--- src/rtl/id_pkg.sv ---
// Shared constants, read-A select encodings, FSM states and immediate-extension helpers for id_stage_param.
// No timing of its own; the helpers are purely combinational.
// No flow control.
package id_pkg;

    localparam int OPC_W = 4;
    localparam int XW    = 64;

    localparam logic [1:0] RA_RS1  = 2'b00;
    localparam logic [1:0] RA_RD   = 2'b01;
    localparam logic [1:0] RA_LINK = 2'b10;
    localparam logic [1:0] RA_ZERO = 2'b11;

    typedef enum logic [1:0] {
        S_IDLE   = 2'b00,
        S_DECODE = 2'b01,
        S_HOLD   = 2'b10
    } state_t;

    // Extend the low 'width' bits of value to XW bits; callers slice the width they need.
    function automatic logic [XW-1:0] sext(input logic [XW-1:0] value, input int width);
        logic [XW-1:0] r;
        for (int i = 0; i < XW; i++) begin
            r[i] = (i < width) ? value[i] : value[width-1];
        end
        return r;
    endfunction

    function automatic logic [XW-1:0] zext(input logic [XW-1:0] value, input int width);
        logic [XW-1:0] r;
        for (int i = 0; i < XW; i++) begin
            r[i] = (i < width) ? value[i] : 1'b0;
        end
        return r;
    endfunction

endpackage

--- src/rtl/id_regfile.sv ---
// NREG x DW register file: two async read ports, one sync write port, R0 hardwired to zero.
// Read is combinational; a write lands on the clock edge. Optional macro ID_RF_BYPASS_EN forwards wr_data to matching reads.
// No flow control; writes are accepted every cycle.
module id_regfile #(
    parameter int DW   = 16,
    parameter int NREG = 8,
    parameter int RW   = $clog2(NREG)
) (
    input  logic          clk,
    input  logic          rst_n,
    input  logic          wr_en,
    input  logic [RW-1:0] wr_addr,
    input  logic [DW-1:0] wr_data,
    input  logic [RW-1:0] rd_addr_a,
    input  logic [RW-1:0] rd_addr_b,
    output logic [DW-1:0] rd_data_a,
    output logic [DW-1:0] rd_data_b
);

    logic [DW-1:0] regs [NREG];
    logic          wr_live;

    assign wr_live = wr_en && (wr_addr != '0);

    always_ff @(posedge clk or negedge rst_n) begin
        if (!rst_n) begin
            for (int i = 0; i < NREG; i++) begin
                regs[i] <= '0;
            end
        end else if (wr_live) begin
            regs[wr_addr] <= wr_data;
        end
    end

    always_comb begin
        rd_data_a = regs[rd_addr_a];
        rd_data_b = regs[rd_addr_b];
`ifdef ID_RF_BYPASS_EN
        // wr_live already excludes R0, so R0 is never forwarded
        if (wr_live && (wr_addr == rd_addr_a)) rd_data_a = wr_data;
        if (wr_live && (wr_addr == rd_addr_b)) rd_data_b = wr_data;
`endif
    end

endmodule

--- src/rtl/id_stage_param.sv ---
// Parametrised instruction-decode stage: field extraction, register read, immediate extension, branch/jump targets.
// Latency: capture in IDLE, register bundle in DECODE, id_valid in HOLD; min issue interval 3 cycles. Macro ID_RF_BYPASS_EN enables write forwarding.
// Backpressure: bundle held stable in HOLD until ex_ready; enable_id while busy is dropped and flagged on drop_err.
module id_stage_param
    import id_pkg::*;
#(
    parameter int DW       = 16,
    parameter int NREG     = 8,
    parameter int RW       = $clog2(NREG),
    parameter int IMM_W    = 5,
    parameter int LINK_REG = NREG - 1
) (
    input  logic             clk,
    input  logic             rst_n,
    input  logic             enable_id,
    input  logic [DW-1:0]    instruction,
    input  logic [DW-1:0]    nextPC,
    input  logic [1:0]       RAsrc,
    input  logic             RBsrc,
    input  logic             regDst,
    input  logic             ExtOp,
    input  logic             wr_en,
    input  logic [RW-1:0]    wr_addr,
    input  logic [DW-1:0]    wr_data,
    input  logic             ex_ready,
    output logic             id_valid,
    output logic [OPC_W-1:0] opcode,
    output logic             mode,
    output logic [DW-1:0]    BusA,
    output logic [DW-1:0]    BusB,
    output logic [DW-1:0]    Imm,
    output logic [DW-1:0]    BTarget,
    output logic [DW-1:0]    jumpTarget,
    output logic [RW-1:0]    dst_addr,
    output logic             busy,
    output logic             drop_err
);

    localparam logic [RW-1:0] LINK_IDX = RW'(LINK_REG);

    state_t        state_q, state_d;
    logic          load, decode;
    logic [DW-1:0] instr_q, npc_q;
    logic [RW-1:0] rd_f, rs1_f, rs2_f, ra_addr, rb_addr;
    logic [DW-1:0] ra_data, rb_data;
    logic [XW-1:0] imm_raw, joff_raw, imm_s, imm_z, joff_s;
    logic [DW-1:0] imm_ext, btgt, jtgt;

    always_ff @(posedge clk or negedge rst_n) begin
        if (!rst_n) state_q <= S_IDLE;
        else        state_q <= state_d;
    end

    always_comb begin
        state_d = state_q;
        load    = 1'b0;
        decode  = 1'b0;
        case (state_q)
            S_IDLE: begin
                if (enable_id) begin
                    load    = 1'b1;
                    state_d = S_DECODE;
                end
            end
            S_DECODE: begin
                decode  = 1'b1;
                state_d = S_HOLD;
            end
            S_HOLD: begin
                if (ex_ready) state_d = S_IDLE;
            end
            default: state_d = S_IDLE;
        endcase
    end

    assign id_valid = (state_q == S_HOLD);
    assign busy     = (state_q != S_IDLE);

    always_ff @(posedge clk or negedge rst_n) begin
        if (!rst_n)                              drop_err <= 1'b0;
        else if (enable_id && state_q != S_IDLE) drop_err <= 1'b1;
    end

    assign rd_f  = instr_q[DW-5 -: RW];
    assign rs1_f = instr_q[DW-5-RW -: RW];
    assign rs2_f = instr_q[DW-5-2*RW -: RW];

    always_comb begin
        case (RAsrc)
            RA_RS1:  ra_addr = rs1_f;
            RA_RD:   ra_addr = rd_f;
            RA_LINK: ra_addr = LINK_IDX;
            default: ra_addr = '0;
        endcase
        rb_addr = RBsrc ? rd_f : rs2_f;
    end

    id_regfile #(.DW(DW), .NREG(NREG), .RW(RW)) u_regfile (
        .clk       (clk),
        .rst_n     (rst_n),
        .wr_en     (wr_en),
        .wr_addr   (wr_addr),
        .wr_data   (wr_data),
        .rd_addr_a (ra_addr),
        .rd_addr_b (rb_addr),
        .rd_data_a (ra_data),
        .rd_data_b (rb_data)
    );

    // Branch offset is always signed; ExtOp only steers the Imm output.
    assign imm_raw  = XW'(instr_q[IMM_W-1:0]);
    assign joff_raw = XW'(instr_q[DW-5:0]);
    assign imm_s    = sext(imm_raw, IMM_W);
    assign imm_z    = zext(imm_raw, IMM_W);
    assign joff_s   = sext(joff_raw, DW - 4);
    assign imm_ext  = ExtOp ? imm_s[DW-1:0] : imm_z[DW-1:0];
    assign btgt     = npc_q + imm_s[DW-1:0];
    assign jtgt     = npc_q + joff_s[DW-1:0];

`ifdef ID_RF_BYPASS_EN
    logic [RW-1:0] src_a_q, src_b_q;
`endif

    always_ff @(posedge clk or negedge rst_n) begin
        if (!rst_n) begin
            instr_q    <= '0;
            npc_q      <= '0;
            opcode     <= '0;
            mode       <= 1'b0;
            BusA       <= '0;
            BusB       <= '0;
            Imm        <= '0;
            BTarget    <= '0;
            jumpTarget <= '0;
            dst_addr   <= '0;
`ifdef ID_RF_BYPASS_EN
            src_a_q    <= '0;
            src_b_q    <= '0;
`endif
        end else begin
            if (load) begin
                instr_q <= instruction;
                npc_q   <= nextPC;
            end
            if (decode) begin
                opcode     <= instr_q[DW-1 -: OPC_W];
                mode       <= instr_q[IMM_W];
                BusA       <= ra_data;
                BusB       <= rb_data;
                Imm        <= imm_ext;
                BTarget    <= btgt;
                jumpTarget <= jtgt;
                dst_addr   <= regDst ? LINK_IDX : rd_f;
`ifdef ID_RF_BYPASS_EN
                src_a_q    <= ra_addr;
                src_b_q    <= rb_addr;
`endif
            end
`ifdef ID_RF_BYPASS_EN
            // Keep the held operands coherent with later writes to their source registers.
            else if (state_q == S_HOLD && wr_en && wr_addr != '0) begin
                if (wr_addr == src_a_q) BusA <= wr_data;
                if (wr_addr == src_b_q) BusB <= wr_data;
            end
`endif
        end
    end

endmodule

--- config.mk ---
export PLATFORM = sky130hd
export DESIGN_NAME = id_stage_param
export DESIGN_NICKNAME = d
export VERILOG_FILES = /design/src/rtl/id_pkg.sv /design/src/rtl/id_regfile.sv /design/src/rtl/id_stage_param.sv
export SDC_FILE = /design/constraint.sdc
export NUM_CORES = 1
export LEC_CHECK = 0
export BUFFER_PORTS_ARGS = -buffer_cell sky130_fd_sc_hd__buf_2
export CORE_ASPECT_RATIO = 1.25
export CORE_MARGIN = 8
export CORE_UTILIZATION = 64
export DETAILED_ROUTE_END_ITERATION = 10
export PLACE_DENSITY = 0.86
export SLEW_MARGIN = 10
export SYNTH_ARGS = -nofsm -noshare
export SYNTH_HDL_FRONTEND = slang
export SYNTH_SLANG_ARGS = --single-unit
--- constraint.sdc ---
create_clock -name clk -period 3.8 [get_ports clk]
set_clock_uncertainty 0.15 [all_clocks]
set_input_delay 0.38 -clock clk [delete_from_list [all_inputs] [get_ports clk]]
set_output_delay 0.38 -clock clk [all_outputs]
set_load 0.02 [all_outputs]
==> results by stage, run 1 <==
Placement:
- Summing all placed instances gives a cell area of 0.0138 mm2.
- The HPWL after detailed placement is 22.2 mm.
- The count of placed standard cells including taps is 1420.
- The final weighted congestion in routability-driven placement is 0.953.
- The quantity of I/O buffers inserted on ports is 151.

Worst setup path:
- The maximum net fanout on the critical path is 4.
- At the worst endpoint, the required time is 4.03 ns.
- The minimum setup slack among reg-to-reg paths is 0.80 ns.
- The critical path launch point type is a register.
- The source of the worst register-to-register timing path is npc_q[0].
- The category of the most critical setup path is reg -> reg.
- The depth of the worst register-to-register path is 8.
- The type of destination of the critical path is a register.
- The data arrival time of the critical path is 3.23 ns.
- The capture point of the worst reg-to-reg path is BTarget[12].

Route:
- The routed wire length per instance is 24.3 um.
- Dividing the detail-routed via count by the number of cells gives 6.88.
- After detailed routing, the number of remaining DRC violations is 0.
- The residual antenna-violating net count after detailed routing is 0.
- The total via count in the routed design is 10.3k.
- The first TritonRoute pass finished after 5 iterations.
- For this block, the initial DRC count from the detailed router was 1024.
- The routed design has 36.5 mm of wire.

Yosys:
- After synthesis the cells add up to 0.0129 mm2.
- By area the synthesized netlist is led by dfrtp_1 (46%), mux2_2 (13%), mux4_2 (7.2%), mux2i_1 (4.9%), nand2_1 (3.5%).
- Counting flops with an async set or reset pin after synthesis yields a share of 1.00.
- The cell type with the largest total area after synthesis is dfrtp_1.
- The basic-gate share of the synthesized area counting and, or, nand and nor cells is 0.0603.
- The number of flops mapped to enable cells by yosys is 0.
- Of the total synthesized cell area, the portion taken by XOR and XNOR cells is 0.0150.
- The portion of synthesized cell area occupied by the leading cell type is 0.459.
- The adder and majority cell fraction of the synthesized area is 0.0259.
- The main combinational cell family by area after synthesis is multiplexers.
- The average cell area after synthesis is 11.9 um2.
- The count of cell types in the netlist is 55.
- The share of the yosys chip area belonging to registers is 0.459.
- The number of nets handed over by synthesis was 1165.
- Among all flip-flop cells after synthesis, the most frequent one is dfrtp_1.
- Yosys printed 0 warnings.
- The synthesis-stage register bit count is 236.
- The portion of netlist area occupied by mux cells is 0.261.
- The synthesized instance count is 1078.
- The compound-gate portion of the synthesized area was 0.133.

Clock tree:
- The root buffer selected by CTS is clkbuf_16.
- The TritonCTS buffer count is 24.
- Clock latency on the worst-skew pair, taken at its later pin, is 0.52 ns.
- The clock passes through at most 3 buffers.
- The TritonCTS clock tree is built.
- The number of cells upsized or downsized after cts is 0.
- The number of setup buffers added after CTS is 0.
- The maximum level of the CTS H-tree is 1.
- Clock-pin slew was measured on the worst setup and hold paths at 0.06 ns.
- The number of sinks handled by clock tree synthesis is 236.

Timing:
- Of the available clock period, the critical path in the final layout requires 0.789.
- In the final timing run, aggregate negative setup slack is 0 ns.
- The max-slew headroom at the worst pin is 0.284.
- For the pin with the worst max-slew slack, the measured transition is 1.07 ns.
- The number of endpoints with negative hold slack in the final report is 0.
- Static timing analysis puts the maximum clock frequency at 0.334 GHz.
- The post-route minimum period is 3.00 ns.
- Setup violations remaining at the end of the flow were counted as 0.
- Setup repair after global routing left no endpoint under its margin.
- The number of pins exceeding their max-slew limit in the final report is 0.

Final layout:
- Of the cells placed in the final design, the portion with a size suffix greater than 1 is 0.352.
- From synthesis to final layout, the design area changed by 16.7%.
- The net count of the finished layout is 1299.
- The area of all placed cells without fillers is 0.0150 mm2.
- The finished layout holds 1500 standard cells, fillers aside.

Die:
- The initial utilization of the core area, before any placement, comes to 0.647.
- The row count is 58.
- The die covers 0.0249 mm2.
- The placeable core area is 0.0199 mm2.
- The x dimension of the die is 143 um.
- The number of top-level pins is 152.
- The die is 174 um tall.

GRT:
- The total routing resource utilization after global routing is 0.292.
- The first global-routing pass estimated 57.7 mm of wire.
- The initial antenna violation count is 3.
- Summed over all layers, the global routing overflow is 0.
- Entering global routing, the biggest net connects 108 pins.
- The number of global-route vias before repair is 10.3k.

Hold path:
- For hold timing, the worst endpoint is Imm[14].
- In this run the most critical hold path is launched from ExtOp.
- The worst hold path belongs to the class in -> reg.
- The worst hold path passes through 3 cells.

Power:
- Across the VDD grid, the largest voltage drop is 502 uV.
- Summed over all cells, the static leakage comes to 6.77 nW.
- For this design the ratio of total power to cell area is 887 mW/mm2.

Job:
- Across the run, the number of max-cap violations was 0.

Outcome:
- The run finished with clean final reports.
## area by class of cell
type / instances / area, um2
multi-input cells: 724 / 6460
flip-flops and latches: 236 / 5910
fillers: 1165 / 4870
repair buffers: 219 / 1400
clock buffers: 32 / 682
well taps: 270 / 338
clock inverters: 11 / 191
inverters: 7 / 26.3
diodes: 1 / 2.50
## worst max-delay path by stage
stage	cells after the start	startpoint	end
finish	8	npc_q[0]	BTarget[12]
detailed placement	7	RAsrc[1]	BusA[14]
global route	8	npc_q[0]	BTarget[12]
CTS	8	npc_q[0]	BTarget[14]
global placement	7	RAsrc[1]	BusA[14]
floorplan	7	instr_q[4]	BTarget[13]
## critical path: stages, from the launching register on
cell	delay (ns)
dfrtp_1	0.38
ha_1	0.25
fa_1	0.42
a21oi_1	0.30
o21ai_1	0.23
a41oi_1	0.47
o21ai_0	0.21
xnor2_1	0.16
o21ai_0	0.30
## metal layers
| layer | up-vias | share of wire | GRT usage |
|---|---|---|---|
| li1 | 4332 | - | - |
| met1 | 5150 | 0.35 | 0.350 |
| met2 | 683 | 0.51 | 0.503 |
| met3 | 150 | 0.090 | 0.0489 |
| met4 | 6 | 0.049 | 0.135 |
| met5 | - | 0.00091 | 0 |
## state kept, by name, indices dropped and copies added, names as in the netlist
register        flops
BTarget            16
BusA               16
BusB               16
Imm                 6
drop_err            1
dst_addr            3
instr_q            16
jumpTarget         11
mode                1
npc_q              16
opcode              4
state_q             2
u_regfile.regs    128
## cells in the final DEF (no fill, tap or decap), types with 4 or more instances in the layout
cell type | Yosys | layout
nand4b_1 | 4 | 4
mux2_2 | 144 | 144
ha_1 | 25 | 25
o22ai_1 | 17 | 16
a221oi_1 | 19 | 19
clkbuf_1 | 67 | 4
mux2i_1 | 63 | 60
a21oi_1 | 22 | 22
nor2_1 | 9 | 8
o21a_1 | 8 | 8
inv_1 | 7 | 7
nand3_1 | 4 | 4
dfrtp_1 | 236 | 236
a31o_2 | 13 | 13
o21ai_1 | 12 | 12
o211ai_1 | 6 | 6
nand2_1 | 121 | 121
o22a_1 | 4 | 4
a31oi_1 | 6 | 6
mux4_2 | 41 | 41
clkbuf_16 | 0 | 25
a21o_1 | 16 | 16
o221ai_1 | 48 | 48
buf_4 | 15 | 29
xor2_1 | 11 | 11
nor3_1 | 4 | 4
dlygate4sd3_1 | 0 | 36
xnor2_1 | 11 | 11
o21ai_0 | 67 | 66
mux4_1 | 7 | 7
buf_2 | 19 | 150
bufinv_16 | 0 | 5
## through the flow
| step | setup slack (ns) | util | power [mW] | hold slack (ns) |
|---|---|---|---|---|
| after floorplan | 1.35 | - | 8.65 | -0.0656 |
| after global placement | 0.996 | 0.693 | 10.2 | 0.225 |
| after detailed placement | 0.859 | 0.693 | 10.4 | 0.231 |
| after CTS | 1.01 | 0.755 | 13.1 | 0.0123 |
| after global routing | 0.696 | 0.755 | 14.0 | 0.0482 |
| final | 0.802 | 0.755 | 13.3 | 0.00753 |
## cells by family (layout without fill, tap and decap cells)
| group | count (synthesis) | in the layout |
|---|---|---|
| AO/OA/AOI/OAI | 249 | 249 |
| XOR/XNOR | 22 | 22 |
| adder cells (fa/ha/maj) | 26 | 26 |
| buffers and inverters | 118 | 269 |
| flip-flops | 236 | 236 |
| multiplexers | 255 | 255 |
| other | 0 | 1 |
| AND/OR/NAND/NOR | 172 | 172 |
## cell usage after synthesis, drive strengths merged, types with 3 or more instances
library cell	instances
o22ai	17
ha	25
a31o	13
o21a	8
buf	44
o21ai	80
and2	3
a221oi	19
and3	3
o22a	4
nand3	4
dfrtp	236
nor2b	3
mux4	48
xnor2	11
nand2	121
nand4	3
xor2	11
nor3b	3
nand4b	4
clkbuf	67
a31oi	6
mux2i	63
mux2	144
nor3	5
o211ai	6
a21oi	22
nand3b	3
nor2	9
o21bai	3
a21o	16
inv	7
o221ai	48
nand2b	3
## what timing repair did
item / CTS / global route
setup endpoints to repair: 0 / 0
hold buffers: 36 / 0
endpoints found under the hold margin: 141 / 0
## power breakdown
| part | switching [mW] | internal, mW | total [mW] |
|---|---|---|---|
| registers | 0.768 | 3.33 | 4.10 |
| logic | 3.79 | 2.83 | 6.62 |
| clock network | 0.988 | 1.60 | 2.59 |
(Power assumes the default switching activity.)
==> run 2: changes to the inputs <==
- ABC_AREA: unset -> 1
- CORE_UTILIZATION: 64 -> 54
- PLACE_DENSITY: 0.86 -> 0.78
- clock period: 3.8 -> 2.6 ns (I/O delays scaled with it)
==> results by stage, run 2 <==
Worst setup path:
- The setup path with the least slack is of type reg -> reg.
- Of all nets on the critical path, the largest fanout is 4.
- The required time of the critical path is 2.85 ns.
- At the worst endpoint, the arrival time is 2.60 ns.
- The worst setup path is captured at a register.
- For the worst flop-to-flop path, the logic depth is 8.
- The stage delay of the slowest cell on the critical path is 0.53 ns.
- The highest-delay cell along the critical path is fa_1.
- The capture point of the worst reg-to-reg path is jumpTarget[6].
- Traced cell by cell, the critical path runs through ha_1, fa_1, nand2_1, nand2_1, nand3_1, nand2_1, o21ai_0, nand2_1.
- STA classifies the critical path startpoint as a register.
- The most used cell along the critical path is nand2_1.
- Among cell families on the critical path, the largest total delay comes from adder cells.
- Setup slack on the worst reg-to-reg path comes out at 0.25 ns.
- The source of the worst register-to-register timing path is instr_q[0].
- Together, buffers and inverters on the worst path number 0.

GRT:
- The initial antenna violation count is 0.
- The number of global-route vias before repair is 12.5k.
- Global routing finished with a remaining overflow of 0.
- The wire length of the first global-routing pass is 63.6 mm.
- The largest net degree at the start of global routing is 84.
- The total routing resource utilization after global routing is 0.264.

Route:
- Summed over all layers, the routed wires come to 39.0 mm.
- The residual DRC count is 0.
- For this block, the via count after detailed routing is 12.5k.
- The routed wire length per instance is 17.1 um.
- Dividing the detail-routed via count by the number of cells gives 5.46.
- For this run, the detailed router's first-pass iteration total came to 5.
- The DRC marker count from the first detailed-route iteration is 931.
- The count of nets left with antenna violations once routing finished came out at 0.

Final layout:
- The share of final-layout standard cells stronger than drive strength 1 is 0.132.
- The number of filler instances in the final layout is 2114.
- The register with the most flip-flops in the final layout is u_regfile.regs.
- The count of antenna diodes in the layout is 0.
- The net count of the finished layout is 2022.
- The post-synthesis to final-layout area growth is 16.9%.
- The flip-flop count of the largest register after layout is 128.
- The commonest non-fill, non-tap cell in the layout is nand2_1.
- In the layout the commonest cells are nand2_1 (596), nand3_1 (268), inv_1 (238).

Die:
- The area of the die is 0.0298 mm2.
- The row count is 64.
- The die is 191 um tall.
- The number of top-level pins is 152.
- The starting utilization of the core area is 0.545.
- The placeable core area is 0.0243 mm2.
- The die is 156 um wide.

Clock tree:
- The maximum level of the CTS H-tree is 1.
- After clock tree synthesis, the clock-pin slew on the worst setup and hold paths is 0.06 ns.
- The later-pin clock latency in the skew report is 0.53 ns.
- The deepest clock path buffer count is 3.
- The root buffer selected by CTS is clkbuf_16.
- TritonCTS built the clock tree.
- The clock drives 236 sinks.
- The TritonCTS buffer count is 25.
- Gates resized during post-CTS repair numbered 0.

Yosys:
- The share of the yosys chip area belonging to registers is 0.447.
- Ranked by total cell area, the synthesized netlist is headed by dfrtp_1 (45%), nand2_1 (17%), nand3_1 (10%), inv_1 (6.8%), o21ai_0 (5.6%).
- The Yosys step of the flow raised 0 warnings.
- The net count of the mapped netlist is 1878.
- The biggest area contributor in the post-synthesis netlist is dfrtp_1.
- The average cell area after synthesis is 7.38 um2.
- The mapped netlist covers 0.0132 mm2.
- The portion of synthesized cell area occupied by the leading cell type is 0.447.
- The number of flops mapped to enable cells by yosys is 0.
- The count of cell types in the netlist is 33.
- Sorting the synthesized cells by how often they occur yields nand2_1 (596), nand3_1 (268), inv_1 (238).
- Yosys instantiated no cell more often than nand2_1.
- For this run, the leading register cell type out of synthesis is dfrtp_1.
- After technology mapping, the gate count stands at 1791.
- The synthesis-stage register bit count is 236.
- The proportion of synthesized flip-flops having asynchronous set or reset is 1.00.

Timing:
- In the final timing run, aggregate negative setup slack is 0 ns.
- The maximum clock frequency is 0.425 GHz.
- For the finished layout, the period the worst path requires is 2.35 ns.
- Setup repair after global routing left no endpoint under its margin.
- The number of endpoints with negative hold slack in the final report was 0.
- The total of endpoints with negative setup slack in the final report is 0.
- The ratio of final minimum period to clock period is 0.906.
- The max-slew headroom at the worst pin is 0.480.
- The number of pins exceeding their max-slew limit in the final report is 0.
- Hold timing on the final database bottoms out at a slack of 0.146 ns.
- For the pin with the worst max-slew slack, the measured transition is 0.779 ns.

Power:
- The areal power density over the cells is 1200 mW/mm2.
- The static leakage is 8.24 nW.
- VDD sags by at most 559 uV.

Placement:
- The HPWL after detailed placement is 26.0 mm.
- Routability-driven placement finished with a final weighted congestion of 0.917.
- Buffers placed on the I/O ports in this run total 151.

Outcome:
- The flow ran to the end, and the final reports show no timing, DRC or antenna violations.

Hold path:
- The kind of path behind the tightest hold check is in -> async.

Job:
- Max-cap violations in this run came to 0.
-- run 2: cell types whose count changed in the layout (fill, tap and decap cells not counted), sizes merged, moves of 16 or more --
cell         change
nand3          +264
mux2i           -63
mux4            -48
o21ai           +71
o211ai          +58
nor2            +23
o22ai           -17
nand2          +480
o221ai          -48
a21o            -16
a221oi          -19
inv            +237
mux2           -144
dlygate4sd3     +17
-- run 2: cell families after synthesis --
group | Yosys count | share of synthesized area
AO/OA/AOI/OAI | 236 | 0.108
XOR/XNOR | 6 | 0.00398
flip-flops | 236 | 0.447
adder cells (fa/ha/maj) | 26 | 0.0252
buffers and inverters | 368 | 0.125
AND/OR/NAND/NOR | 919 | 0.292
-- run 2: metrics by stage --
step | std cells | setup slack [ns] | util | cell area, um2 | power, mW
3_3_place_gp | 2185 | 0.325 | 0.580 | 14100 | 14.5
2_1_floorplan | 1791 | 0.639 | - | 13200 | 12.1
4_1_cts | 2282 | 0.279 | 0.637 | 15500 | 18.5
3_5_place_dp | 2185 | 0.307 | 0.580 | 14100 | 14.7
5_1_grt | 2282 | 0.119 | 0.637 | 15500 | 19.8
6_report | 2282 | 0.245 | 0.637 | 15500 | 18.5
-- run 2: layout make-up --
cell class              count  area, um2  share of cell area
clock buffers              35        723              0.0468
clock inverters             9        125             0.00810
inverters                 245        920              0.0595
multi-input cells        1187       5690               0.368
flip-flops and latches    236       5910               0.382
well taps                 330        413              0.0267
repair buffers            240       1680               0.109
-- run 2: metal layers --
metal	track usage	vias up	share of wire
met5	0	-	0
met2	0.448	551	0.48
li1	-	5985	-
met3	0.0396	140	0.078
met1	0.320	5778	0.39
met4	0.141	0	0.048
-- run 2: where the power goes --
| part | leakage (nW) | internal, mW | total, mW | switching, mW |
|---|---|---|---|---|
| logic | 4.86 | 3.03 | 9.14 | 6.10 |
| clock network | 0.414 | 2.23 | 3.69 | 1.46 |
| registers | 2.97 | 4.81 | 5.66 | 0.855 |
-- run 2: how the worst max path moves through the flow --
stage | start | endpoint | slack, ns | cells past startpoint
finish | instr_q[0] | jumpTarget[6] | 0.25 | 8
global route | instr_q[0] | BTarget[14] | 0.12 | 11
CTS | instr_q[0] | BTarget[12] | 0.28 | 10
detailed placement | npc_q[0] | BTarget[12] | 0.31 | 10
global placement | npc_q[0] | BTarget[12] | 0.32 | 9
floorplan | instr_q[4] | BTarget[5] | 0.64 | 8
-- run 2: timing repair --
action                                 4_1_cts  5_1_grt
endpoints found under the hold margin      211        0
setup buffers                                0        0
hold buffers                                53        0
-- run 2: worst register-to-register path, cell delays in order (launching register included) --
cell     delay [ns]
dfrtp_1        0.40
ha_1           0.29
fa_1           0.53
nand2_1        0.13
nand2_1        0.10
nand3_1        0.09
nand2_1        0.13
o21ai_0        0.33
nand2_1        0.08
==> run 3: changes to the inputs <==
- ABC_AREA: 1 -> 0
- CORE_UTILIZATION: 54 -> 53
- PLACE_DENSITY: 0.78 -> 0.76
==> results by stage, run 3 (synthesized netlist as in run 1, its figures left out) <==
Worst setup path:
- The signal on the critical path passes through ha_1, fa_1, a21oi_1, buf_4, o211ai_1, a21oi_2, o21ai_0, xnor2_1, o21ai_0.
- For the worst flop-to-flop path, the logic depth is 9.
- The type of destination of the critical path is a register.
- The critical path in this run is classified as reg -> reg.
- For this run, the slowest stage of the critical path takes 0.38 ns.
- Setup slack on the worst reg-to-reg path comes out at 0.13 ns.
- STA puts the critical path data required time at 2.84 ns.
- STA classifies the critical path startpoint as a register.
- The largest individual stage delay along the critical path comes from the cell dfrtp_1.
- Among the stages of the critical path, the cell type that occurs most often is o21ai_0.
- Data arrives at the worst endpoint at 2.71 ns.
- The maximum net fanout on the critical path is 3.
- In this run the critical register-to-register path is captured at jumpTarget[12].
- The worst register-to-register path begins at npc_q[0].

Clock tree:
- The clock slew seen by the registers of the worst setup and hold paths is 0.06 ns.
- TritonCTS built the clock tree.
- TritonCTS created 24 clock buffers.
- The later pin in the worst-skew pair is clocked with a latency of 0.52 ns.
- The number of sinks handled by clock tree synthesis is 236.
- The maximum level of the CTS H-tree is 1.
- The deepest clock path buffer count is 3.
- The root buffer selected by CTS is clkbuf_16.

Timing:
- The number of pins exceeding their max-slew limit in the final report is 0.
- The total of endpoints with negative setup slack in the final report is 0.
- The ratio of final minimum period to clock period is 0.949.
- The measured slew at the worst slew-check pin is 0.759 ns.
- Across all setup checks in the final design, the least slack found is 0.133 ns.
- In this run the tightest slew margin relative to its limit is 0.492.
- The number of endpoints with negative hold slack in the final report is 0.
- The maximum clock frequency is 0.405 GHz.
- The worst hold slack across all endpoints is 0.214 ns.
- For the finished layout, the period the worst path requires is 2.47 ns.

Final layout:
- The share of final-layout standard cells stronger than drive strength 1 is 0.363.
- The library cell used most frequently in the layout, excluding fill and tap cells, is dfrtp_1.
- The flip-flop count of the largest register after layout is 128.
- The net count of the finished layout is 1343.
- The count of placed standard cells in the final layout, fillers left out is 1598.
- The top register by number of flip-flops is u_regfile.regs.
- The count of antenna diodes in the layout is 0.
- The area growth from synthesis to layout is 20.3%.
- In the layout the commonest cells are dfrtp_1 (236), buf_2 (150), mux2_2 (144).

Die:
- The row count is 63.
- The area of the die is 0.0295 mm2.
- The floorplan step set the die width to 155 um.
- The initial utilization of the core area, before any placement, comes to 0.540.
- The placeable core area is 0.0238 mm2.
- The y dimension of the die is 190 um.
- 152 I/O pins were placed.

Route:
- The total via count in the routed design is 9887.
- Dividing the detail-routed wire length by the instance count gives 22.1 um.
- Once detail routing completed, the nets flagged for antenna violations numbered 0.
- In the routed design, unresolved DRC markers number 0.
- The first-pass iteration count of the detailed router is 5.
- The DRC marker count from the first detailed-route iteration is 730.
- The via density per instance is 6.19.
- For this block, the routed nets add up to 35.3 mm of wire.

Placement:
- The worst slack at placement is 0.0392 ns.
- The HPWL after detailed placement is 23.3 mm.
- The final weighted congestion in routability-driven placement is 0.886.
- Buffers placed on the I/O ports in this run total 151.
- The count of placed standard cells including taps is 1502.

Power:
- The static leakage is 6.97 nW.
- Across the VDD grid, the largest voltage drop is 508 uV.
- The post-layout total power is 19.6 mW.
- The areal power density over the cells is 1270 mW/mm2.

GRT:
- The number of global-route vias before repair is 10.1k.
- The wire length of the first global-routing pass is 56.4 mm.
- The largest net degree at the start of global routing is 86.
- The aggregate global routing overflow is 0.
- The total routing resource utilization after global routing is 0.238.
- The initial antenna violation count is 1.

Hold path:
- The kind of path behind the tightest hold check is in -> async.

Job:
- Across the run, the number of max-cap violations was 0.

Outcome:
- The flow ran to the end, and the final reports show no timing, DRC or antenna violations.
==> run 3: final cells by class <==
class	instances	area [um2]
flip-flops and latches	236	5910
fillers	1763	8340
multi-input cells	724	6490
inverters	7	26.3
well taps	325	407
repair buffers	263	1840
clock buffers	38	724
clock inverters	5	77.6
==> run 3: how the worst max path moves through the flow <==
stage | from | endpoint | cells past startpoint
2_1_floorplan | instr_q[4] | BTarget[13] | 7
3_3_place_gp | npc_q[0] | jumpTarget[12] | 9
3_5_place_dp | npc_q[0] | jumpTarget[10] | 10
4_1_cts | npc_q[0] | jumpTarget[10] | 10
5_1_grt | npc_q[0] | jumpTarget[12] | 9
6_report | npc_q[0] | jumpTarget[12] | 9
==> run 3: where the power goes <==
group	switching (mW)	internal, mW
registers	1.03	4.87
clock network	1.42	2.10
logic	5.61	4.56
total	8.06	11.5
==> run 3: what timing repair did <==
action / 4_1_cts / 5_1_grt
hold endpoints to repair: 229 / 0
endpoints found under the setup margin: 0 / 8
gates resized for setup: 0 / 6
hold buffers: 53 / 0
buffers inserted: 0 / 0
==> run 3: metrics by stage <==
step                instance area, um2  utilization  setup TNS [ns]
detailed placement               14100        0.593               0
global route                     15500        0.650        -0.00129
global placement                 14100        0.593               0
CTS                              15400        0.649               0
finish                           15500        0.650               0
floorplan                        12900            -               0
==> run 3: worst max-delay path, delay by kind of cell (launching register included) <==
kind / cells / cell delay, ns
AOI/OAI and AO/OA: 5 / 0.80
xor gates and xnor gates: 1 / 0.24
adders and majority gates: 2 / 0.62
buffers and inverters: 1 / 0.14
DFF: 1 / 0.38
==> run 3: routing by layer <==
layer,wire (um),track usage,up-vias,part of all wire
met1,13800,0.292,4982,0.39
met3,2380,0.0395,82,0.067
met4,1170,0.0894,2,0.033
met5,13,0,-,0.00037
met2,17900,0.415,402,0.51
li1,-,-,4419,-
